`config.mk`:
```
export PLATFORM = sky130hd
export DESIGN_NAME = wvb_event_reader
export DESIGN_NICKNAME = d
export VERILOG_FILES = /design/src/rtl/wvb_event_reader.sv
export SDC_FILE = /design/constraint.sdc
export NUM_CORES = 1
export LEC_CHECK = 0
export BUFFER_PORTS_ARGS = -buffer_cell sky130_fd_sc_hd__clkbuf_2
export CORE_UTILIZATION = 51
export CTS_BUF_LIST = sky130_fd_sc_hd__clkbuf_16
export CTS_CLUSTER_SIZE = 24
export DETAILED_ROUTE_END_ITERATION = 16
export PLACE_DENSITY = 0.83
export SKIP_LAST_GASP = 1
export SLEW_MARGIN = 20
export SYNTH_ARGS = -nofsm -noshare
export SYNTH_HDL_FRONTEND = slang
export SYNTH_SLANG_ARGS = --single-unit
```
`constraint.sdc`:
```
create_clock -name clk -period 4.1 [get_ports clk]
set_clock_uncertainty 0.1 [all_clocks]
set_input_delay 0.615 -clock clk [delete_from_list [all_inputs] [get_ports clk]]
set_output_delay 0.615 -clock clk [all_outputs]
set_load 0.05 [all_outputs]
```
`src/rtl/wvb_event_reader.sv`:
```
// ============================================================================
//  Module   : wvb_event_reader
//  Purpose  : Pops one event header, streams the event's samples out of the
//             circular waveform RAM on valid/ready, then pulses wvb_rddone.
//  Option   : WVB_EVENT_READER_EVT_CNT_EN enables the completed-event counter.
//  Revision : 1.0 - initial release
// ============================================================================
`default_nettype none

module wvb_event_reader #(
  parameter int P_ADR_WIDTH  = 12,
  parameter int P_DATA_WIDTH = 22,
  parameter int P_HDR_WIDTH  = 80,
  parameter int P_START_LSB  = 48,
  parameter int P_STOP_LSB   = 36
) (
  input  logic                    clk,
  input  logic                    rst_n,
  input  logic [P_HDR_WIDTH-1:0]  hdr_data,
  input  logic                    hdr_empty,
  output logic                    hdr_rdreq,
  output logic [P_ADR_WIDTH-1:0]  wvb_rd_addr,
  input  logic [P_DATA_WIDTH-1:0] wvb_rd_data,
  output logic                    wvb_rddone,
  output logic [P_HDR_WIDTH-1:0]  evt_hdr,
  output logic [P_DATA_WIDTH-1:0] dout,
  output logic                    dout_valid,
  input  logic                    dout_ready,
  output logic                    dout_sop,
  output logic                    dout_eop,
  output logic [31:0]             evt_cnt
);

  localparam logic [1:0] ST_IDLE  = 2'd0;
  localparam logic [1:0] ST_RD    = 2'd1;
  localparam logic [1:0] ST_DRAIN = 2'd2;
  localparam logic [1:0] ST_DONE  = 2'd3;

  logic [1:0]              r_state;
  logic [P_HDR_WIDTH-1:0]  r_evt_hdr;
  logic [P_ADR_WIDTH-1:0]  r_rd_addr;
  logic [P_ADR_WIDTH:0]    r_remain;
  logic                    r_first;
  logic                    r_inflight;
  logic                    r_inflight_sop;
  logic                    r_inflight_eop;
  logic [1:0]              r_occ;
  logic [P_DATA_WIDTH-1:0] r_data0;
  logic [P_DATA_WIDTH-1:0] r_data1;
  logic                    r_sop0;
  logic                    r_sop1;
  logic                    r_eop0;
  logic                    r_eop1;

  logic [P_ADR_WIDTH-1:0]  w_start;
  logic [P_ADR_WIDTH-1:0]  w_stop;
  logic [P_ADR_WIDTH:0]    w_len;
  logic                    w_pop_hdr;
  logic                    w_accept;
  logic                    w_credit;
  logic                    w_issue;

  assign w_start   = hdr_data[P_START_LSB +: P_ADR_WIDTH];
  assign w_stop    = hdr_data[P_STOP_LSB +: P_ADR_WIDTH];
  // start == stop+1 yields the full-buffer length 2**P_ADR_WIDTH
  assign w_len     = {1'b0, w_stop - w_start} + (P_ADR_WIDTH+1)'(1);
  assign w_pop_hdr = rst_n && (r_state == ST_IDLE) && !hdr_empty;
  assign w_accept  = (r_occ != 2'd0) && dout_ready;
  assign w_credit  = (({1'b0, r_occ} + {2'b00, r_inflight}) - {2'b00, w_accept}) < 3'd2;
  assign w_issue   = (r_state == ST_RD) && w_credit;

  always_ff @(posedge clk) begin
    if (!rst_n) begin
      r_state   <= ST_IDLE;
      r_evt_hdr <= '0;
      r_rd_addr <= '0;
      r_remain  <= '0;
      r_first   <= 1'b0;
    end else begin
      case (r_state)
        ST_IDLE: begin
          if (w_pop_hdr) begin
            r_evt_hdr <= hdr_data;
            r_rd_addr <= w_start;
            r_remain  <= w_len;
            r_first   <= 1'b1;
            r_state   <= ST_RD;
          end
        end
        ST_RD: begin
          if (w_issue) begin
            r_rd_addr <= r_rd_addr + 1'b1;
            r_remain  <= r_remain - 1'b1;
            r_first   <= 1'b0;
            if (r_remain == (P_ADR_WIDTH+1)'(1)) r_state <= ST_DRAIN;
          end
        end
        ST_DRAIN: begin
          if (w_accept && r_eop0) r_state <= ST_DONE;
        end
        default: r_state <= ST_IDLE;
      endcase
    end
  end

  // Tags travel with each read so the returning word knows its position
  always_ff @(posedge clk) begin
    if (!rst_n) begin
      r_inflight     <= 1'b0;
      r_inflight_sop <= 1'b0;
      r_inflight_eop <= 1'b0;
    end else begin
      r_inflight     <= w_issue;
      r_inflight_sop <= w_issue && r_first;
      r_inflight_eop <= w_issue && (r_remain == (P_ADR_WIDTH+1)'(1));
    end
  end

  always_ff @(posedge clk) begin
    if (!rst_n) begin
      r_occ   <= 2'd0;
      r_data0 <= '0;
      r_data1 <= '0;
      r_sop0  <= 1'b0;
      r_sop1  <= 1'b0;
      r_eop0  <= 1'b0;
      r_eop1  <= 1'b0;
    end else begin
      case ({r_inflight, w_accept})
        2'b10: begin
          if (r_occ == 2'd0) begin
            r_data0 <= wvb_rd_data;
            r_sop0  <= r_inflight_sop;
            r_eop0  <= r_inflight_eop;
          end else begin
            r_data1 <= wvb_rd_data;
            r_sop1  <= r_inflight_sop;
            r_eop1  <= r_inflight_eop;
          end
          r_occ <= r_occ + 2'd1;
        end
        2'b01: begin
          r_data0 <= r_data1;
          r_sop0  <= r_sop1;
          r_eop0  <= r_eop1;
          r_occ   <= r_occ - 2'd1;
        end
        2'b11: begin
          if (r_occ == 2'd1) begin
            r_data0 <= wvb_rd_data;
            r_sop0  <= r_inflight_sop;
            r_eop0  <= r_inflight_eop;
          end else begin
            r_data0 <= r_data1;
            r_sop0  <= r_sop1;
            r_eop0  <= r_eop1;
            r_data1 <= wvb_rd_data;
            r_sop1  <= r_inflight_sop;
            r_eop1  <= r_inflight_eop;
          end
        end
        default: ;
      endcase
    end
  end

`ifdef WVB_EVENT_READER_EVT_CNT_EN
  logic [31:0] r_evt_cnt;

  always_ff @(posedge clk) begin
    if (!rst_n)                  r_evt_cnt <= '0;
    else if (r_state == ST_DONE) r_evt_cnt <= r_evt_cnt + 32'd1;
  end

  assign evt_cnt = r_evt_cnt;
`else
  assign evt_cnt = '0;
`endif

  assign hdr_rdreq   = w_pop_hdr;
  assign wvb_rd_addr = r_rd_addr;
  assign wvb_rddone  = rst_n && (r_state == ST_DONE);
  assign evt_hdr     = r_evt_hdr;
  assign dout        = r_data0;
  assign dout_valid  = (r_occ != 2'd0);
  assign dout_sop    = r_sop0;
  assign dout_eop    = r_eop0;

endmodule

`default_nettype wire

```
==> results of run 1 <==
[power breakdown]
group,switching (W),internal [W],total [W]
clock,0.000731,0.000867,0.00160
combinational,0.00248,0.000956,0.00344
sequential,0.000276,0.00194,0.00222
total,0.00349,0.00377,0.00726
[worst max-delay path by stage]
stage	cells after the start	slack, ns	startpoint	end
finish	12	0.48	r_occ[0]	wvb_rd_addr[5]
global route	12	0.10	r_occ[0]	wvb_rd_addr[4]
CTS	12	0.60	r_occ[0]	wvb_rd_addr[4]
detailed placement	12	0.61	hdr_data[36]	r_remain[10]
global placement	12	0.69	hdr_data[36]	r_remain[10]
floorplan	14	0.89	r_occ[1]	wvb_rd_addr[7]
[state kept, by name, summed over array words and instances, names as in the netlist, 2 cells and up]
name,count
r_occ,2
r_data1,22
wvb_rd_addr,12
r_remain,13
r_state,2
evt_hdr,80
dout,22
[kinds of logic after synthesis]
| logic type | Yosys count | share of synthesized area |
|---|---|---|
| other cells | 1 | 0.000491 |
| xor+xnor | 19 | 0.0218 |
| compound gates | 255 | 0.203 |
| buf+inv | 124 | 0.0768 |
| simple gates | 395 | 0.224 |
| fa+ha+maj | 27 | 0.0462 |
| flops | 161 | 0.422 |
| mux | 4 | 0.00540 |
[critical path, delay by kind of cell, from the launching register on]
family	cells	cell delay, ns
muxes	1	0.22
buffers and inverters	1	0.08
adders and majority gates	3	1.04
DFF	1	0.38
AOI/OAI and AO/OA	2	0.38
and+or+nand+nor	5	1.31
[per-layer routing]
| metal | share of wire | vias to the layer above |
|---|---|---|
| met5 | 0 | - |
| met4 | 0.022 | 0 |
| met3 | 0.070 | 38 |
| met2 | 0.48 | 307 |
| met1 | 0.43 | 3469 |
| li1 | - | 3706 |
[stage by stage]
step                      hold WS, ns  instance area [um^2]  std cells
after floorplan                 0.332                  7760       1017
after CTS                       0.281                  9350       1377
after global routing            0.290                  9350       1377
after global placement          0.341                  8760       1345
after detailed placement        0.346                  8760       1345
final                           0.294                  9350       1377
[cell usage in the layout (no fill, tap or decap), drive strengths merged, types with 10 or more instances in the layout]
| cell type | Yosys | final |
|---|---|---|
| ha | 25 | 25 |
| o21ai | 38 | 38 |
| buf | 40 | 10 |
| a221oi | 26 | 26 |
| nand2 | 242 | 242 |
| xnor2 | 12 | 12 |
| a21oi | 136 | 136 |
| nor2 | 56 | 56 |
| clkbuf | 50 | 241 |
| inv | 34 | 44 |
| conb | 1 | 32 |
| nor3 | 37 | 37 |
| dfxtp | 161 | 161 |
| nand3 | 13 | 13 |
[synth_stat cells (all sizes together), types with 2 or more instances]
library cell	n
a211oi	9
a21o	2
a21oi	136
a221oi	26
a22oi	4
a31oi	4
a32oi	2
and2	7
and3	7
and4	2
buf	40
clkbuf	50
dfxtp	161
fa	2
ha	25
inv	34
mux2i	3
nand2	242
nand2b	6
nand3	13
nand3b	2
nor2	56
nor2b	4
nor3	37
nor3b	2
nor4	7
o211ai	7
o21a	6
o21ai	38
o21bai	2
o221ai	2
o22ai	7
or3	5
xnor2	12
xor2	7
[layout make-up]
class                           instances  area [um^2]
Inverter                               34          130
Clock inverter                         15          161
Sequential cell                       161         3220
Tap cell                              184          230
Clock buffer                           17          425
Timing Repair Buffer                  234         1210
Fill cell                            1265         5240
Multi-Input combinational cell        732         3970
==> metrics list, run 1 <==
* Total Negative Setup Slacks: 0 ns
* Number of post-CTS setup repair buffers: 0
- The worst register-to-register path ends at wvb_rd_addr[5].
* Share of the yosys chip area belonging to registers: 0.422
- The tree is rooted in a sky130_fd_sc_hd__clkbuf_16.
* Critical Setup Path Class: reg -> reg
- Final worst setup slack: ~0.48 ns
- The worst register-to-register path begins at r_occ[0].
* Drt via density: ~5.5
* Utilization after layout: 0.641
- In this run the worst path has a maximum fanout of 17.
- Number of design rule violations left after detail routing: 0
* Met1 Resource Use GR: 0.336
- After clock tree synthesis, the clock-pin slew on the worst setup and hold paths is 0.07 ns.
- The detail route stage leaves a number of antenna-violating nets equal to 0.
- met2 is the most crowded layer.
* Die boundary height: 124 um
* Met3 Resource Use GR: 0.0636
- The worst setup path is captured at a register.
- For this run, the post-layout net count is about 1300.
* Proportion of netlist area held by the largest area contributor: 0.422
* Maximum number of pins on one net before global-route repair: slightly below 70
* Path type of the worst min-delay path: in -> reg
- Unrepaired setup endpoints after global routing: no
- Hold path startpoint: hdr_data[26]
* Number of storage elements in the synthesis netlist: 161
- In this run the power density over the cells is roughly 780 nW/um^2.
* Area contributors post-synth: sky130_fd_sc_hd__dfxtp_1 (42%), sky130_fd_sc_hd__nand2_1 (12%), sky130_fd_sc_hd__a21oi_1 (8.8%)
- Cts hold-fix bufs: 0
- Synthesis produced a netlist whose cell count is slightly below 1000.
- Pre-CTS setup slack: between 0.6 and 0.7 ns
- For met2 alone, demand over resource in global routing was 0.432.
- Overall routing resource usage: 0.265
- Endpoints failing hold: 0
- For this run, asynchronously set or reset flops after synthesis account for 0.
- Setup violations remaining at the end of the flow were counted as 0.
* Number of unique standard cell types used by synthesis: 64
- The number of pins with negative max-slew slack in the final report came to 0.
- roughly 260 I/O pins were placed.
- Iter 0 DRT Violations: about 480
* Area Growth Syn to Fin: 22.4%
- Counting along the longest clock path gives a buffer depth of 2.
* Ys flop type: sky130_fd_sc_hd__dfxtp_1
* Grt ovf: 0
- In this design, the stage delay of the slowest critical-path cell is approximately 0.46 ns.
* Synth area leader: sky130_fd_sc_hd__dfxtp_1
- Average detailed-routed wire length per instance: between 10 and 15 um
* Arrival time of the worst setup path: roughly 3.9 ns
- Synthesized area divided by synthesized cell count: about 7.8 um^2
- Post-synthesis instance area: 7640 um^2
* Depth of the worst register-to-register path: 12
- The first detailed-routing pass ran for 5 iterations.
* Post-layout power: 0.00726 W
- IR analysis of the VDD net gives a maximum drop of 0.398 mV.
- The floorplan step defined a core boundary enclosing ~15000 um^2.
- Count of clock tree sinks: roughly 160
- Area of the die: 15500 um^2
- Port buffering added roughly 220 buffers.
- Data required time of the critical path: roughly 4.3 ns
- Vias after detailed routing: 7520
- Number of max-cap violations: 0
- Of the cells placed in the final design, the portion with a size suffix greater than 1 is 0.238.
- Initial antenna violation count: 0
- Status: complete, no violations
- Headroom to the max-slew limit came out at 0.437.
- Maximum clock frequency: approximately 280 MHz
- For this design, the slowest cell found on the critical path is sky130_fd_sc_hd__nor2b_1.
- The analysis attributes to cell leakage a power of 4.09 nW.
* Detailed Place HPWL: between 10 and 15 mm
- The setup check on the worst reg-to-reg path leaves a slack of roughly 0.48 ns.
- N_diodes: 0
- Subtracting the final worst setup slack from the clock period gives 3.62 ns.
- CTS tree: built
- Standard-cell rows: 44
- Post-synth EDFFs: 0
- In this run the number of H-tree levels came out at 4.
* Global-route wire length before repair: about 33 mm
* Number of global-route vias before repair: 6903
- Fin crit share: 0.884
- Hold Path Stages: 3
- Worst-case hold path end point: evt_hdr[26]
- For the pin with the worst max-slew slack, the measured transition is between 0.8 and 0.9 ns.
* YS warnings: 0
- Initial Utilization: 0.524
* Number of gates resized after CTS: 0
* Final WL: 20.6 mm
- Critical path, cell by cell: inv_1 -> ha_1 -> nor2b_1 -> ha_1 -> nor2_1 -> fa_1 -> nor2_1 -> mux2_2 -> nand2_1 -> a21oi_1 -> o22ai_1 -> and2_1
- The worst setup path is launched from a register.
* Clock buffers created by TritonCTS: 17
- The later pin in the worst-skew pair is clocked with a latency of ~0.43 ns.
- Routability congestion estimate from global placement: between 0.9 and 1
- Measured along the x axis, the die boundary spans around 120 um.
No activity file was read; power rests on OpenSTA's default activity.
==> run 2: changes to the inputs <==
- CORE_UTILIZATION: 51 -> 45
- PLACE_DENSITY: 0.83 -> 0.75
==> run 2 against run 1 <==
Worst setup slack about the same. Non-clock buffer count down 1. Via count down 2.2%. Highest routed layer unchanged.
==> metrics list, run 2 (synthesized netlist as in run 1, its figures left out) <==
* Status: complete, no violations
* Power density cells: 773 nW/um^2 (-0.35%)
* Drt via density: 5.21 (-4.6%)
* Number of max-cap violations: 0 (unchanged)
* Number of buffers inserted by port buffering: 224 (unchanged)
- The hold buffer count at cts came to 0 (unchanged).
- Reg-to-reg startpoint: r_occ[0]
* Path type of the worst min-delay path: in -> reg
- The net load switching power is 0.00347 W (-0.63%).
- Max VDD drop: 0.343 mV (-14%)
- Maximum number of pins on one net before global-route repair: 82 (+19%)
- Setup crit start: r_occ[0]
- Die boundary height: 132 um (+6.4%)
- The total cell area at the placement stage came to 8790 um^2 (+0.37%).
* Arrival time of the worst setup path: 3.84 ns (about the same)
* Standard-cell rows: 47 (+6.8%)
- Worst-margin pin slew: 1.04 ns (+0.200 ns)
- The clock network fraction of design power came to 0.231 (+0.011).
* Post-layout power: 0.00730 W (+0.56%)
- The share of power burned in combinational logic came to 0.467 (-0.007).
* Leakage component of the power: 4.09 nW (+0.17%)
* Vias after detailed routing: 7353 (-2.2%)
- The remaining antenna violation count after routing is 0 (unchanged).
- Initial Utilization: 0.461 (-0.0630)
- Clock buffers created by TritonCTS: 17 (unchanged)
- Endpoints failing hold: 0 (unchanged)
- The antenna diode count came to 0 (unchanged).
* Unrepaired setup endpoints after global routing: no
- Area of the die: 17500 um^2 (+13%)
- Width of the chip: 132 um (+6.4%)
* Data required time of the critical path: 4.31 ns (about the same)
- Hold path startpoint: hdr_data[22]
- Number of gates resized after CTS: 0 (unchanged)
* Initial antenna violation count: 0 (unchanged)
- CTS Root Cell: sky130_fd_sc_hd__clkbuf_16
- Area Growth Syn to Fin: 23.5%
- Clock transition at the register clock pins on the worst setup and hold paths after CTS: 0.07 ns (about the same)
- The count of boundary I/O pins came to 257 (unchanged).
* Switching share of power: 0.475 (-0.00568)
- The worst setup slack after placement came to 0.514 ns (-0.0957 ns).
- Overall routing resource usage: 0.231 (-0.0333)
* Top library cells by usage in the layout, fill and taps aside: sky130_fd_sc_hd__nand2_1 (242), sky130_fd_sc_hd__clkbuf_2 (224), sky130_fd_sc_hd__dfxtp_1 (161), sky130_fd_sc_hd__a21oi_1 (133), sky130_fd_sc_hd__nor2_1 (56)
- Critical Setup Path Class: reg -> reg
* Shortest period the worst path allows: 3.62 ns (+0.000413 ns)
* Grt ovf: 0 (unchanged)
- Core Footprint: 16600 um^2 (+14%)
- Startpoint type of the worst setup path: register
- Worst slew slack as a fraction of its limit: 0.307 (-0.129)
* Clock latency at the later pin of the worst-skew pair: 0.42 ns (about the same)
* Routability congestion estimate from global placement: 0.853 (-5.8%)
- The setup TNS after final layout came to 0 ns (unchanged).
- The share of cells above drive strength 1 was 0.240 (+0.00188).
- TritonCTS built the clock tree.
* Detailed Place HPWL: 14.4 mm (-0.76%)
* Fin crit share: 0.884 (about the same)
* Int Pwr: 0.00383 W (+1.7%)
- Most frequent standard cell in the layout excluding fill and tap cells: sky130_fd_sc_hd__nand2_1
- The final design utilization came to 0.569 (-0.0720).
- The highest achievable clock rate was 276 MHz (about the same).
* Nets: 1312 (-0.076%)
- The area of all placed cells without fillers is 9440 um^2 (+0.91%).
- The number of levels the H-tree was split into came to 4 (unchanged).
* Iter 0 DRT Violations: 405 (-15%)
- The overall routed net length is 20.4 mm (-1.2%).
* First-pass iteration count of the detailed router: 5 (unchanged)
- The number of flip-flops under the largest register name came to 80 (unchanged).
- The number of pins with negative max-slew slack in the final report came to 0 (unchanged).
* Sequential power share: 0.302 (-0.004)
* Count of clock tree sinks: 161 (unchanged)
- The number of setup violations in the final report was 0 (unchanged).
* Endpoint type of the worst setup path: register
- Number of global-route vias before repair: 6583 (-4.6%)
- Peak fanout along the critical path: 17 (unchanged)
* Global-route wire length before repair: 32.7 mm (-2.1%)
- The routed length per instance came to 14.4 um (-3.7%).
* Deepest clock path buffer count: 2 (unchanged)
* Number of post-CTS setup repair buffers: 0 (unchanged)
* Final worst setup slack: 0.476 ns (-0.000413 ns)
- Number of design rule violations left after detail routing: 0 (unchanged)
## run 2: changes by cell type in the layout (fill, tap and decap cells not counted), sizes merged
cell      delta
buf          -1
bufinv       +1
inv          -3
clkinvlp     +2
## run 2: final timing paths
path | endpoint | slack [ns] | depth (start not counted)
max reg2reg | wvb_rd_addr[4] | 0.48 | 12
min | evt_hdr[22] | 0.29 | 3
min reg2reg | evt_hdr[66] | 0.35 | 2
max | wvb_rd_addr[4] | 0.48 | 12
## run 2: cell type report
cell class,count,area [um^2]
clock buffer,17,425
fill,1557,7150
sequential,161,3220
tap,220,275
timing repair buffer,233,1190
clock inverter,15,214
inverter,34,130
multi-input combinational,732,3980
## run 2: critical path: stages (launching register included)
cell and delay (ns):
sky130_fd_sc_hd__dfxtp_1 0.37, sky130_fd_sc_hd__inv_1 0.08, sky130_fd_sc_hd__ha_1 0.26, sky130_fd_sc_hd__nor2b_1 0.44
sky130_fd_sc_hd__ha_1 0.33, sky130_fd_sc_hd__nor2_1 0.13, sky130_fd_sc_hd__fa_1 0.46, sky130_fd_sc_hd__nor2_1 0.23
sky130_fd_sc_hd__mux2_2 0.22, sky130_fd_sc_hd__nand2_1 0.35, sky130_fd_sc_hd__a21oi_1 0.26, sky130_fd_sc_hd__o22ai_1 0.11
sky130_fd_sc_hd__and2_1 0.18
## run 2: routing by layer
layer  up-vias  global-route usage  routed length, um
met1      3352               0.304               9040
met3        24              0.0511               1400
li1       3709                   -                  -
met4         0              0.0849                365
met5         -                   0                  0
met2       268               0.371               9570
## run 2: power by group through the flow
stage               combinational [W]  sequential (W)  clock, W
finish                        0.00341         0.00220   0.00169
global route                  0.00372         0.00225   0.00178
CTS                           0.00341         0.00220   0.00172
detailed placement            0.00340         0.00223         0
global placement              0.00336         0.00222         0
floorplan                     0.00178         0.00309         0
## run 2: metrics by stage
step	std cells	hold WS (ns)
after global routing	1412	0.287
after CTS	1412	0.281
final	1412	0.291
after detailed placement	1380	0.346
after global placement	1380	0.341
after floorplan	1017	0.332
==> run 3: changes to the inputs <==
- CORE_MARGIN: default -> 4
==> run 3 against run 2 <==
Utilization is 0.53 points lower. Via count rose by 0.76%. Routed wire length rose by 4.7%. Total power decreased by 1.0%. Cell count barely moved. Count of clock-buffer cells in the layout stayed put. Sequential share of layout area up 0.20 points. Global-route usage shrank 1.4 points. Largest cell class unchanged.
==> metrics list, run 3 (synthesized netlist as in run 1, its figures left out) <==
* Iter 0 DRT Violations: 418 (+3.2%)
- Met3 WL: 1.61 mm (+15%)
* Endpoint type of the worst setup path: register
- From synthesis to final layout, the design area changed by 22.8%.
- Number of filler instances in the final layout: 1571 (+0.90%)
* Average detailed-routed wire length per instance: 15.1 um (+4.8%)
* Max VDD drop: 0.396 mV (+16%)
* Ports: 257 (unchanged)
- The max-cap violation count was 0 (unchanged).
- Depth of the worst register-to-register path: 12 (unchanged)
* Total Negative Setup Slacks: 0 ns (unchanged)
* Hold Path Stages: 3 (unchanged)
* Final non-filler cell area: 9380 um^2 (-0.58%)
- The worst hold path begins at hdr_data[61].
- The path class of the tightest hold or removal check is in -> reg.
- The setup slack of the worst register-to-register path came to 0.56 ns (+0.09 ns).
* Leakage component of the power: 4.07 nW (-0.53%)
- The clock sink total was 161 (unchanged).
- Highest metal layer with signal wires: met4
- The data required time of the worst path was 4.32 ns (about the same).
- Final Non-Filler Cells: 1411 (-0.071%)
* Worst slew slack as a fraction of its limit: 0.206 (-0.102)
* Critical Setup Path Class: reg -> reg
- The instance count after placement with tap cells included is 1379 (-0.072%).
* Startpoint type of the worst setup path: register
* Routability congestion estimate from global placement: 0.905 (+6.1%)
* Maximum level of the CTS H-tree: 4 (unchanged)
- The final design utilization came to 0.564 (-0.00532).
* Clock transition at the register clock pins on the worst setup and hold paths after CTS: 0.07 ns (about the same)
- Post-route worst hold slack: 0.294 ns (+0.00222 ns)
* N_diodes: 0 (unchanged)
- Arrival time of the worst setup path: 3.76 ns (-0.08 ns)
- The remaining antenna violation count after routing came to 0 (unchanged).
* Maximum number of pins on one net before global-route repair: 82 (unchanged)
- Metal-1 WL: 9.32 mm (+3.1%)
- Tracing the worst setup path back leads to its startpoint at r_occ[1].
- Shortest period the worst path allows: 3.54 ns (-0.0875 ns)
* Standard-cell rows: 47 (unchanged)
- The number of flip-flops under the largest register name is 80 (unchanged).
- Most frequent standard cell in the layout excluding fill and tap cells: sky130_fd_sc_hd__nand2_1
* Number of global-route vias before repair: 6984 (+6.1%)
- Global-route wire length before repair: 35.0 mm (+6.8%)
* Area of the die: 19100 um^2 (+9.3%)
* Endpoints failing hold: 0 (unchanged)
* Worst-margin pin slew: 1.19 ns (+0.152 ns)
* Power density cells: 770 nW/um^2 (-0.42%)
* Unrepaired setup endpoints after global routing: no
* Area occupied by multi-input gates: 3980 um^2 (about the same)
- Initial antenna violation count: 0 (unchanged)
- Number of post-CTS setup repair buffers: 0 (unchanged)
- The hold buffer count at cts is 0 (unchanged).
- Metal2 WL: 9.89 mm (+3.4%)
- The clock latency at the later pin of the worst-skew pair was 0.43 ns (about the same).
* Worst-case hold path end point: evt_hdr[61]
- The highest achievable clock rate came to 283 MHz (+2.5%).
- The DRC violation count after routing is 0 (unchanged).
* Deepest clock path buffer count: 2 (unchanged)
- The initial cell density of the core was 0.459 (-0.00163).
- The area inside the core boundary is 16600 um^2 (+0.35%).
- CTS tree: built
- Fin crit share: 0.863 (-0.0213)
* Width of the chip: 138 um (+4.5%)
* Detailed Place HPWL: 15.3 mm (+5.8%)
- In the layout the commonest cells are sky130_fd_sc_hd__nand2_1 (242), sky130_fd_sc_hd__clkbuf_2 (224), sky130_fd_sc_hd__dfxtp_1 (161), sky130_fd_sc_hd__a21oi_1 (133), sky130_fd_sc_hd__nor2_1 (56).
* Register area: 3220 um^2 (unchanged)
- CTS Root Cell: sky130_fd_sc_hd__clkbuf_16
- Number of buffers inserted by port buffering: 224 (unchanged)
- Overall routing resource usage: 0.218 (-0.0135)
- The overall routed net length was 21.3 mm (+4.7%).
- Status: complete, no violations
* Number of pins with negative max-slew slack in the final report: 0 (unchanged)
- The post-cts repair resize count is 0 (unchanged).
- Grt ovf: 0 (unchanged)
- The number of setup violations in the final report was 0 (unchanged).
- Nets: 1311 (-0.076%)
- Drt via density: 5.25 (+0.83%)
- The length of the first detailed-routing pass in iterations came to 5 (unchanged).
- R2r endpoint: wvb_rd_addr[4]
- The share of cells above drive strength 1 came to 0.238 (-0.00232).
- The total cell area at the placement stage is 8780 um^2 (-0.13%).
- The overall die height was 138 um (+4.5%).
- The total via count in the routed design came to 7409 (+0.76%).
* Reg-to-reg startpoint: r_occ[1]
* Clock buffers created by TritonCTS: 17 (unchanged)
- Peak fanout along the critical path: 17 (unchanged)
[run 3: worst max path at each step]
stage	end	slack, ns	cells after the start
6_report	wvb_rd_addr[4]	0.56	12
5_1_grt	wvb_rd_addr[4]	0.35	12
3_5_place_dp	wvb_rd_addr[4]	0.61	11
2_1_floorplan	wvb_rd_addr[7]	0.89	14
4_1_cts	wvb_rd_addr[4]	0.58	12
3_3_place_gp	wvb_rd_addr[5]	0.72	11
[run 3: metal layers]
metal / vias up / track usage
li1: 3695 / -
met1: 3397 / 0.283
met2: 277 / 0.344
met3: 40 / 0.0656
met4: 0 / 0.0796
met5: - / 0
[run 3: worst max-delay path, cell delays in order, from the launching register on]
cell	delay [ns]
sky130_fd_sc_hd__dfxtp_1	0.35
sky130_fd_sc_hd__inv_1	0.10
sky130_fd_sc_hd__ha_1	0.25
sky130_fd_sc_hd__nor2b_1	0.38
sky130_fd_sc_hd__ha_1	0.32
sky130_fd_sc_hd__nor2_1	0.12
sky130_fd_sc_hd__fa_1	0.45
sky130_fd_sc_hd__nor2_1	0.24
sky130_fd_sc_hd__mux2_2	0.22
sky130_fd_sc_hd__nand2_1	0.35
sky130_fd_sc_hd__a21oi_1	0.26
sky130_fd_sc_hd__o22ai_1	0.10
sky130_fd_sc_hd__and2_1	0.18
[run 3: stage by stage]
stage / setup slack (ns) / power (W)
global route: 0.347 / 0.00768
CTS: 0.578 / 0.00725
global placement: 0.716 / 0.00559
finish: 0.563 / 0.00722
detailed placement: 0.610 / 0.00565
floorplan: 0.890 / 0.00487
[run 3: layout make-up]
class / instances / area share
clock buffers: 17 / 0.0453
clock inverters: 15 / 0.0181
inverters: 34 / 0.0139
multi-input cells: 732 / 0.424
flip-flops and latches: 161 / 0.344
well taps: 220 / 0.0293
repair buffers: 232 / 0.126
[run 3: power breakdown]
part | leakage, nW | internal (W) | switching [W] | total [W]
logic | 2.46 | 0.000942 | 0.00247 | 0.00341
registers | 1.32 | 0.00194 | 0.000270 | 0.00221
clock network | 0.291 | 0.000868 | 0.000731 | 0.00160
total | 4.07 | 0.00375 | 0.00347 | 0.00722
